## config.mk

```make
export PLATFORM = sky130hd
export DESIGN_NAME = l1_cache
export DESIGN_NICKNAME = d
export VERILOG_FILES = /design/src/rtl/lc3b_types.sv /design/src/rtl/l1_cache_control.sv /design/src/rtl/l1_cache.sv
export SDC_FILE = /design/constraint.sdc
export NUM_CORES = 2
export LEC_CHECK = 0
export BUFFER_PORTS_ARGS = -buffer_cell sky130_fd_sc_hd__buf_2
export CAP_MARGIN = 20
export CORE_UTILIZATION = 50
export CTS_CLUSTER_SIZE = 28
export DETAILED_ROUTE_END_ITERATION = 10
export GPL_ROUTABILITY_DRIVEN = 0
export GPL_TIMING_DRIVEN = 1
export PLACE_DENSITY = 0.7
export SKIP_CTS_REPAIR_TIMING = 1
export SYNTH_ARGS = -nofsm -noshare
export SYNTH_HDL_FRONTEND = slang
export SYNTH_SLANG_ARGS = --single-unit
```

## constraint.sdc

```tcl
create_clock -name clk -period 11.9 [get_ports clk]
set_clock_uncertainty 0.2 [all_clocks]
set_input_delay 0.595 -clock clk [delete_from_list [all_inputs] [get_ports clk]]
set_output_delay 0.595 -clock clk [all_outputs]
set_load 0.1 [all_outputs]
```

## src/rtl/lc3b_types.sv

```systemverilog
// Shared LC-3b cache types: line/select widths, cache FSM states and a byte-merge helper.
package lc3b_types;

    localparam int CACHE_OFFSET_BITS = 4;

    typedef logic [127:0] lc3b_cache_line;
    typedef logic [15:0]  lc3b_cache_sel;

    typedef enum logic [1:0] {
        IDLE,
        RESPOND,
        WRITEBACK,
        FILL
    } cache_state_e;

    function automatic lc3b_cache_line merge_bytes(input lc3b_cache_line line,
                                                   input lc3b_cache_sel  sel,
                                                   input lc3b_cache_line wdat);
        lc3b_cache_line r;
        r = line;
        for (int b = 0; b < 16; b++)
            if (sel[b]) r[8*b +: 8] = wdat[8*b +: 8];
        return r;
    endfunction

endpackage

```

## src/rtl/l1_cache_control.sv

```systemverilog
// L1 cache FSM: decides hit/miss handling, drives array load enables and registered wishbone strobes.
// Optional hit/miss counters under L1_CACHE_STATS_EN.
module l1_cache_control
    import lc3b_types::*;
(
    input  logic        clk,
    input  logic        rst_n,
    input  logic        req,
    input  logic        we,
    input  logic        hit,
    input  logic        dirty,
    input  logic        mem_ack,
    output logic        cpu_ack,
    output logic        mem_cyc,
    output logic        mem_stb,
    output logic        mem_we,
    output logic        rd_load,
    output logic        wr_load,
    output logic        fill_load,
    output logic        wb_done,
    output logic        nxt_wb,
    output logic        nxt_fill
`ifdef L1_CACHE_STATS_EN
    ,
    output logic [15:0] hit_count,
    output logic [15:0] miss_count
`endif
);

    cache_state_e state, state_nxt;
    logic         mem_act;

    always_ff @(posedge clk) begin
        if (!rst_n) begin
            state   <= IDLE;
            mem_act <= 1'b0;
            mem_we  <= 1'b0;
        end else begin
            state   <= state_nxt;
            mem_act <= nxt_wb | nxt_fill;
            mem_we  <= nxt_wb;
        end
    end

    always_comb begin
        state_nxt = state;
        rd_load   = 1'b0;
        wr_load   = 1'b0;
        fill_load = 1'b0;
        wb_done   = 1'b0;
        case (state)
            IDLE: begin
                if (req) begin
                    if (hit) begin
                        state_nxt = RESPOND;
                        rd_load   = !we;
                        wr_load   = we;
                    end else if (dirty) begin
                        state_nxt = WRITEBACK;
                    end else begin
                        state_nxt = FILL;
                    end
                end
            end
            // The CPU still holds its strobe here; returning to IDLE without looking avoids re-accepting it.
            RESPOND: state_nxt = IDLE;
            WRITEBACK: begin
                if (mem_ack) begin
                    wb_done   = 1'b1;
                    state_nxt = FILL;
                end
            end
            FILL: begin
                if (mem_ack) begin
                    fill_load = 1'b1;
                    state_nxt = IDLE;
                end
            end
            default: state_nxt = IDLE;
        endcase
    end

    assign nxt_wb   = (state_nxt == WRITEBACK);
    assign nxt_fill = (state_nxt == FILL);
    assign cpu_ack  = (state == RESPOND);
    assign mem_cyc  = mem_act;
    assign mem_stb  = mem_act;

`ifdef L1_CACHE_STATS_EN
    logic after_fill;
    logic hit_evt;
    logic miss_evt;

    // A hit that directly follows a fill is the same request finishing, not a new hit.
    assign hit_evt  = (state == IDLE) && (state_nxt == RESPOND) && !after_fill;
    assign miss_evt = (state == IDLE) && (nxt_wb || nxt_fill);

    always_ff @(posedge clk) begin
        if (!rst_n) begin
            after_fill <= 1'b0;
            hit_count  <= '0;
            miss_count <= '0;
        end else begin
            if (state == FILL && state_nxt == IDLE)
                after_fill <= 1'b1;
            else if (state == RESPOND || (state == IDLE && !req))
                after_fill <= 1'b0;
            if (hit_evt && hit_count != 16'hFFFF)
                hit_count <= hit_count + 16'd1;
            if (miss_evt && miss_count != 16'hFFFF)
                miss_count <= miss_count + 16'd1;
        end
    end
`endif

endmodule

```

## src/rtl/l1_cache.sv

```systemverilog
// Direct-mapped write-back/write-allocate L1 cache with 128-bit line wishbone memory port.
// Define L1_CACHE_STATS_EN to add saturating hit_count/miss_count outputs.
module l1_cache
    import lc3b_types::*;
#(
    parameter int INDEX_BITS = 3
)
(
    input  logic         clk,
    input  logic         rst_n,
    input  logic         cpu_cyc,
    input  logic         cpu_stb,
    input  logic         cpu_we,
    input  logic [15:0]  cpu_sel,
    input  logic [15:0]  cpu_adr,
    input  logic [127:0] cpu_dat_m,
    output logic [127:0] cpu_dat_s,
    output logic         cpu_ack,
    output logic         mem_cyc,
    output logic         mem_stb,
    output logic         mem_we,
    output logic [15:0]  mem_sel,
    output logic [15:0]  mem_adr,
    output logic [127:0] mem_dat_m,
    input  logic [127:0] mem_dat_s,
    input  logic         mem_ack
`ifdef L1_CACHE_STATS_EN
    ,
    output logic [15:0]  hit_count,
    output logic [15:0]  miss_count
`endif
);

    localparam int NUM_LINES = 1 << INDEX_BITS;
    localparam int TAG_BITS  = 16 - CACHE_OFFSET_BITS - INDEX_BITS;

    logic [TAG_BITS-1:0]   req_tag;
    logic [INDEX_BITS-1:0] idx;
    logic                  hit, line_dirty;
    logic                  rd_load, wr_load, fill_load, wb_done, nxt_wb, nxt_fill;
    logic                  unused_offset;

    lc3b_cache_line        data_arr [NUM_LINES];
    logic [TAG_BITS-1:0]   tag_arr  [NUM_LINES];
    logic [NUM_LINES-1:0]  valid_arr, dirty_arr;

    assign req_tag       = cpu_adr[15:CACHE_OFFSET_BITS+INDEX_BITS];
    assign idx           = cpu_adr[CACHE_OFFSET_BITS+INDEX_BITS-1:CACHE_OFFSET_BITS];
    assign unused_offset = ^cpu_adr[CACHE_OFFSET_BITS-1:0];

    assign hit        = valid_arr[idx] && (tag_arr[idx] == req_tag);
    assign line_dirty = valid_arr[idx] && dirty_arr[idx];

    l1_cache_control u_ctrl (
        .clk       (clk),
        .rst_n     (rst_n),
        .req       (cpu_cyc & cpu_stb),
        .we        (cpu_we),
        .hit       (hit),
        .dirty     (line_dirty),
        .mem_ack   (mem_ack),
        .cpu_ack   (cpu_ack),
        .mem_cyc   (mem_cyc),
        .mem_stb   (mem_stb),
        .mem_we    (mem_we),
        .rd_load   (rd_load),
        .wr_load   (wr_load),
        .fill_load (fill_load),
        .wb_done   (wb_done),
        .nxt_wb    (nxt_wb),
        .nxt_fill  (nxt_fill)
`ifdef L1_CACHE_STATS_EN
        ,
        .hit_count (hit_count),
        .miss_count(miss_count)
`endif
    );

    // Data and tag storage carry no reset; valid bits alone qualify them.
    always_ff @(posedge clk) begin
        if (fill_load) begin
            data_arr[idx] <= mem_dat_s;
            tag_arr[idx]  <= req_tag;
        end else if (wr_load) begin
            data_arr[idx] <= merge_bytes(data_arr[idx], cpu_sel, cpu_dat_m);
        end
    end

    always_ff @(posedge clk) begin
        if (!rst_n) begin
            valid_arr <= '0;
            dirty_arr <= '0;
            cpu_dat_s <= '0;
            mem_adr   <= '0;
            mem_dat_m <= '0;
            mem_sel   <= '0;
        end else begin
            if (fill_load) begin
                valid_arr[idx] <= 1'b1;
                dirty_arr[idx] <= 1'b0;
            end
            if (wr_load) dirty_arr[idx] <= 1'b1;
            if (wb_done) dirty_arr[idx] <= 1'b0;
            if (rd_load) cpu_dat_s <= data_arr[idx];

            // Memory-side outputs are registered off the next state so they hold steady per cycle.
            if (nxt_wb) begin
                mem_adr   <= {tag_arr[idx], idx, {CACHE_OFFSET_BITS{1'b0}}};
                mem_dat_m <= data_arr[idx];
                mem_sel   <= 16'hFFFF;
            end else if (nxt_fill) begin
                mem_adr   <= {req_tag, idx, {CACHE_OFFSET_BITS{1'b0}}};
                mem_dat_m <= '0;
                mem_sel   <= 16'hFFFF;
            end else begin
                mem_adr   <= '0;
                mem_dat_m <= '0;
                mem_sel   <= '0;
            end
        end
    end

endmodule

```

Word level (Yosys, flattened, before mapping)
Memories as Yosys holds them, arrays and structs flattened. Index checks and enable logic that the tools add are counted.

Order comparisons: 2. Equality and inequality tests: 6. Multiplexer cells: 84. Bitwise operators: 9. Reduce and logical (&&, ||, !) cells: 7.

Operators with widths (count): 2-to-1 mux 8 bit (53); 2-to-1 mux 128 bit (1); 2-to-1 mux 16 bit (4); 2-to-1 mux 1 bit (18); AND 8 bit (2); bitwise OR 8 bit (2); == test 9 bit (1); == test 2 bit (second input constant) (4); 2-to-1 mux 2 bit (4); NOT 8 bit (1); one-hot mux 2 bit (4 select lines) (1); binary-select mux 1 bit (select 3 bit) (2); < comparator 3 x 4 -> 1 bit (second input constant) (1); demux 1 bit (select 3 bit) (1); >= comparator 3 x 1 -> 1 bit (second input constant) (1); logical AND 1 bit (3); == test 2 x 1 -> 1 bit (second input constant) (1); zero test 2 bit (1); bitwise OR 1 bit (2); AND reduction 2 bit (1); OR reduction 2 bit (1); AND 1 bit (1); zero test 1 bit (1); NOT 1 bit (1).

Bits in registers: 308. RAM bits: 1096. Input bits: 294. Output and inout port bits: 292. Word-level logic and storage cells: 120. Memories: 2.

Memories: data_arr (depth 8, width 128, read ports 1, clocked after memory_dff 0, wr ports 1, line l1_cache.sv:43) `lc3b_cache_line data_arr [NUM_LINES];`; tag_arr (depth 8, width 9, read ports 1, clocked after memory_dff 0, wr ports 1, line l1_cache.sv:44) `logic [TAG_BITS-1:0] tag_arr [NUM_LINES];`.

Logic depth before layout (Yosys ltp)
Word-level depth: 13. Mapped depth: 13. Mapped depth without buffers: 7.

Hierarchy
Synthesis repeated with hierarchy kept, for this count alone.

Cell total of the unflattened synthesis: 3498. Area, all modules: 52710.6 µm².

By module, submodules not included: l1_cache (instances 1, cells each 3469, area an instance 52457.8 µm², sequential area each 38617.0 µm²); l1_cache_control (instances 1, cells each 29, area an instance 252.7 µm², sequential area each 80.1 µm²).

Least setup slack after synthesis
OpenSTA, ideal clock, no wires.

Path type: in2reg. From: in cpu_adr[6]. To: mem data_arr[1][0] (netlist bit), enable pin. Setup time: 658 ps. Data arrival time: 9025 ps. Data required time: 11042 ps. Setup slack: 2017 ps. Stages: 12. Path buffers: 5. Path through: buf_2 > buf_2 > mux4_2 > mux2i_1 > xor2_1 > nand4_1 > or3_1 > buf_2 > or3_1 > buf_2 > buf_6 > a21oi_1.

Cells in the longest elaborated chain, start to end: 10. Elaborated cells on any way between the ends: 12. Those cells by class: eq/ne (1); mux (8); bitwise (1); reduce/logical (1); memory (1).

RTL lines: start, declared (line l1_cache.sv:15) `input logic [15:0] cpu_adr,`; memory read (8 x 9 bit) / binary-select mux 1 bit (select 3 bit) (equally long branches); == test 9 bit / 2-to-1 mux 1 bit (equally long branches) (line l1_cache.sv:51) `assign hit = valid_arr[idx] && (tag_arr[idx] == req_tag);`; logical AND 1 bit (line l1_cache.sv:51); 2-to-1 mux 1 bit (line l1_cache_control.sv:54) `if (hit) begin`; 2-to-1 mux 1 bit (line l1_cache_control.sv:53) `if (req) begin`; 2-to-1 mux 1 bit (line l1_cache_control.sv:51) `case (state)`; 2-to-1 mux 1 bit (line l1_cache.sv:84) `end else if (wr_load) begin`; 2-to-1 mux 1 bit (line l1_cache.sv:81) `if (fill_load) begin`; 2-to-1 mux 1 bit (not written as such) (line l1_cache.sv:85) `data_arr[idx] <= merge_bytes(data_arr[idx], cpu_sel, cpu_dat_m);`; bitwise OR 1 bit (no line); end, declared (line l1_cache.sv:43).

Parallel ways exist; a longest one is shown, timed or not. The select of a mux whose other input is x is not followed.

Worst setup path in the final report
From: in cpu_adr[6]. To: mem data_arr[2][40] (netlist bit), enable pin.

The elaborated chain is that of the path after synthesis.

==> qor.csv <==
metric,value,unit
count of unresolved DRC violations after routing,0,
Post-DP HPWL,78.5,mm
classification of the worst-slack hold path,input port to register,
area of all placed cells without fillers,60900,um^2
RSZ-0062 raised after global routing,false,
number of library cell types mapped by synthesis,52,
part of the Yosys area used for sequential elements,73.8,%
cell seen most often among critical-path stages,sky130_fd_sc_hd__buf_4,
CTS tree,done,
synthesis-stage register bit count,1384,
clock transition at the registers of the reported paths,0.06,ns
"commonest cells after routing, fill and taps aside","sky130_fd_sc_hd__edfxtp_1 (1096), sky130_fd_sc_hd__buf_2 (575), sky130_fd_sc_hd__a22oi_1 (371)",
Worst path max stage delay,0.68,ns
number of I/O port buffers,577,
kind of cell with the highest combined delay on the critical path,buffers and inverters,
clock tree sinks,1384,
layout cell share with drive strength beyond 1,22.8,%
slew at the pin with the worst max-slew slack,1.36,ns
final worst path period share,48.7,%
total placed instance area,56400,um^2
final number of setup-violating endpoints,0,
wire length reported by the detailed router,141,mm
number of nets in the layout,4232,
number of max-capacitance violations reported,0,
number of fill cells in the layout,7923,
chip height,326,um
Synth Area per Inst,15.3,um^2
number of enable flip-flop cells after synthesis,1096,
count of final max-slew check failures,0,
cell breakdown of the critical path,buf_4 > buf_4 > nor2b_1 > a221oi_1 > o21a_1 > xor2_1 > nand3_1 > or3_1 > buf_4 > a21oi_4 > buf_4 > buf_4,
data required time at the worst endpoint,12.05,ns
status,"complete, no violations",
level count of the clock H-tree,4,
DIE AREA,106000,um^2
area of the core region,104000,um^2
power per unit of standard cell area,168,nW/um^2
setup TNS,0,ns
placement row count,118,
shortest period the worst path allows,5.80,ns
initial antenna violation count,7,
Max IR drop VDD,0.105,mV
global-route total usage across every layer,26.1,%
crit end category,register,
largest net degree at the start of global routing,129,
most frequent standard cell in the layout excluding fill and tap cells,sky130_fd_sc_hd__edfxtp_1,
Slowest cell on crit path,sky130_fd_sc_hd__buf_4,
final number of hold-violating endpoints,0,
chip width,326,um
worst max-slew margin expressed relative to the limit,9.04,%
maximum net fanout on the critical path,44,
share of async-settable or async-resettable flops after synthesis,0,%
data arrival time of the worst path,5.95,ns
number of placed I/O pins,586,
maximum clock insertion buffer count,3,
WP buf/inv,5,
Worst Setup Start Kind,input port,
Overall Power,10.2,mW
per-cell via count in the routed design,6.07,
Post-Syn Instances,3422,
total overflow reported by the global router,0,
number of buffers created by CTS,141,
static leakage,20.7,nW
Highest Clock Rate,173,MHz
Synth Warn #,0,
mapped cell area,52400,um^2
clock insertion delay at the later pin of the skew report,0.76,ns
Clock Tree Root,sky130_fd_sc_hd__clkbuf_16,
relative area change from synthesis to final layout,16.3,%
non-filler cells in the finished layout,5440,
number of nets still failing antenna checks after routing,0,
worst hold slack across all endpoints,0.0288,ns
detail-routed net length per standard cell,25.8,um
via count of the first global-routing pass,32200,
first-pass GRT wire length,206,mm
Pre-Repair DR Iteration Count,8,
class of the most critical setup path,input port to register,
via count of the routed design,33000,
initial core utilization,50.5,%
Most used DFF post-synth,sky130_fd_sc_hd__edfxtp_1,
DP Cell Count,5168,
violation count after the first detailed-routing iteration,3138,
==> area by class of cell <==
class / count / area [um^2] / share of cell area (%)
well taps: 1380 / 1730 / 2.83
flip-flops and latches: 1384 / 38700 / 63.5
multi-input cells: 1754 / 12500 / 20.4
diodes: 5 / 12.5 / 0.0205
repair buffers: 650 / 3560 / 5.85
clock buffers: 202 / 3910 / 6.41
clock inverters: 58 / 572 / 0.938
inverters: 7 / 26.3 / 0.0431
==> final timing paths <==
| check | startpoint | end | slack [ns] | cells past startpoint |
|---|---|---|---|---|
| max | cpu_adr[6] | data_arr[2][40] | 6.10 | 12 |
| min | cpu_adr[9] | tag_arr[5][2] | 0.03 | 1 |
| max reg2reg | tag_arr[5][3] | data_arr[2][40] | 6.87 | 10 |
| min reg2reg | valid_arr[3] | valid_arr[3] | 0.26 | 1 |
==> sequential cells by signal, summed over array words and instances, names as in the netlist <==
signal / cells
u_ctrl.mem_we: 1
u_ctrl.state: 2
mem_sel: 1
tag_arr: 72
mem_adr: 12
dirty_arr: 8
mem_dat_m: 128
valid_arr: 8
data_arr: 1024
cpu_dat_s: 128
==> where the power goes <==
group / switching (mW) / internal [mW] / total, mW
combinational: 0.550 / 0.175 / 0.725
sequential: 0.00816 / 5.23 / 5.24
clock: 1.82 / 2.46 / 4.28
total: 2.38 / 7.87 / 10.2
==> routing by layer <==
metal / vias to the layer above / GRT usage (%) / routed length [um]
met5: - / 0 / 55
met4: 8 / 8.10 / 3670
met3: 212 / 4.51 / 10800
met2: 1446 / 42.9 / 68400
met1: 16800 / 35.4 / 57700
li1: 14600 / - / -
==> Yosys cell counts (2+ instances only) <==
master | count | area (um^2)
sky130_fd_sc_hd__dfxtp_1 | 288 | 5770
sky130_fd_sc_hd__a221o_1 | 2 | 20.0
sky130_fd_sc_hd__o21a_1 | 9 | 67.6
sky130_fd_sc_hd__edfxtp_1 | 1096 | 32900
sky130_fd_sc_hd__buf_4 | 23 | 173
sky130_fd_sc_hd__o22ai_1 | 3 | 18.8
sky130_fd_sc_hd__and4_1 | 69 | 604
sky130_fd_sc_hd__o21ai_1 | 3 | 15.0
sky130_fd_sc_hd__xor2_1 | 5 | 43.8
sky130_fd_sc_hd__or3_1 | 133 | 832
sky130_fd_sc_hd__and3_1 | 44 | 275
sky130_fd_sc_hd__a221oi_1 | 56 | 490
sky130_fd_sc_hd__a22o_1 | 39 | 342
sky130_fd_sc_hd__buf_6 | 29 | 327
sky130_fd_sc_hd__nand2b_1 | 2 | 12.5
sky130_fd_sc_hd__nor3_1 | 129 | 646
sky130_fd_sc_hd__inv_2 | 3 | 11.3
sky130_fd_sc_hd__buf_1 | 11 | 41.3
sky130_fd_sc_hd__nor2_1 | 43 | 161
sky130_fd_sc_hd__mux2i_1 | 29 | 290
sky130_fd_sc_hd__inv_1 | 4 | 15.0
sky130_fd_sc_hd__o21ai_0 | 266 | 1330
sky130_fd_sc_hd__mux4_2 | 19 | 428
sky130_fd_sc_hd__a222oi_1 | 8 | 80.1
sky130_fd_sc_hd__xnor2_1 | 3 | 26.3
sky130_fd_sc_hd__nand4_1 | 2 | 12.5
sky130_fd_sc_hd__mux2_2 | 35 | 394
sky130_fd_sc_hd__o211ai_1 | 13 | 97.6
sky130_fd_sc_hd__a211oi_1 | 2 | 15.0
sky130_fd_sc_hd__buf_2 | 40 | 200
sky130_fd_sc_hd__nand3_1 | 25 | 125
sky130_fd_sc_hd__or2_2 | 3 | 18.8
sky130_fd_sc_hd__a21o_1 | 5 | 37.5
sky130_fd_sc_hd__a22oi_1 | 371 | 2790
sky130_fd_sc_hd__nand2_1 | 142 | 533
sky130_fd_sc_hd__a21oi_1 | 31 | 155
sky130_fd_sc_hd__a21boi_1 | 128 | 961
sky130_fd_sc_hd__clkbuf_1 | 177 | 664
sky130_fd_sc_hd__mux2_1 | 117 | 1320
sky130_fd_sc_hd__nor2b_1 | 3 | 18.8
==> kinds of logic after synthesis <==
family / count (synthesis) / share of synthesized area, %
simple gates: 599 / 6.25
buf+inv: 287 / 2.73
xor+xnor: 8 / 0.134
mux: 200 / 4.64
compound gates: 943 / 12.4
flops: 1384 / 73.8
other cells: 1 / 0.00716
==> per-stage QoR <==
stage                     utilization, %  worst slack [ns]
after floorplan                        -              2.02
after global placement              54.4              5.43
after detailed placement            54.4              5.42
after CTS                           58.7              6.15
after global routing                58.8              5.84
final                               58.8              6.10
==> worst register-to-register path: stages, from the launching register on <==
cell	delay (ns)
sky130_fd_sc_hd__edfxtp_1	0.36
sky130_fd_sc_hd__mux4_2	0.47
sky130_fd_sc_hd__mux2i_1	0.25
sky130_fd_sc_hd__xor2_1	0.26
sky130_fd_sc_hd__nand4_1	0.14
sky130_fd_sc_hd__or3_4	0.39
sky130_fd_sc_hd__or3_1	0.36
sky130_fd_sc_hd__buf_4	0.24
sky130_fd_sc_hd__a21oi_4	0.69
sky130_fd_sc_hd__buf_4	0.53
sky130_fd_sc_hd__buf_4	0.69
(Power assumes the default switching activity.)
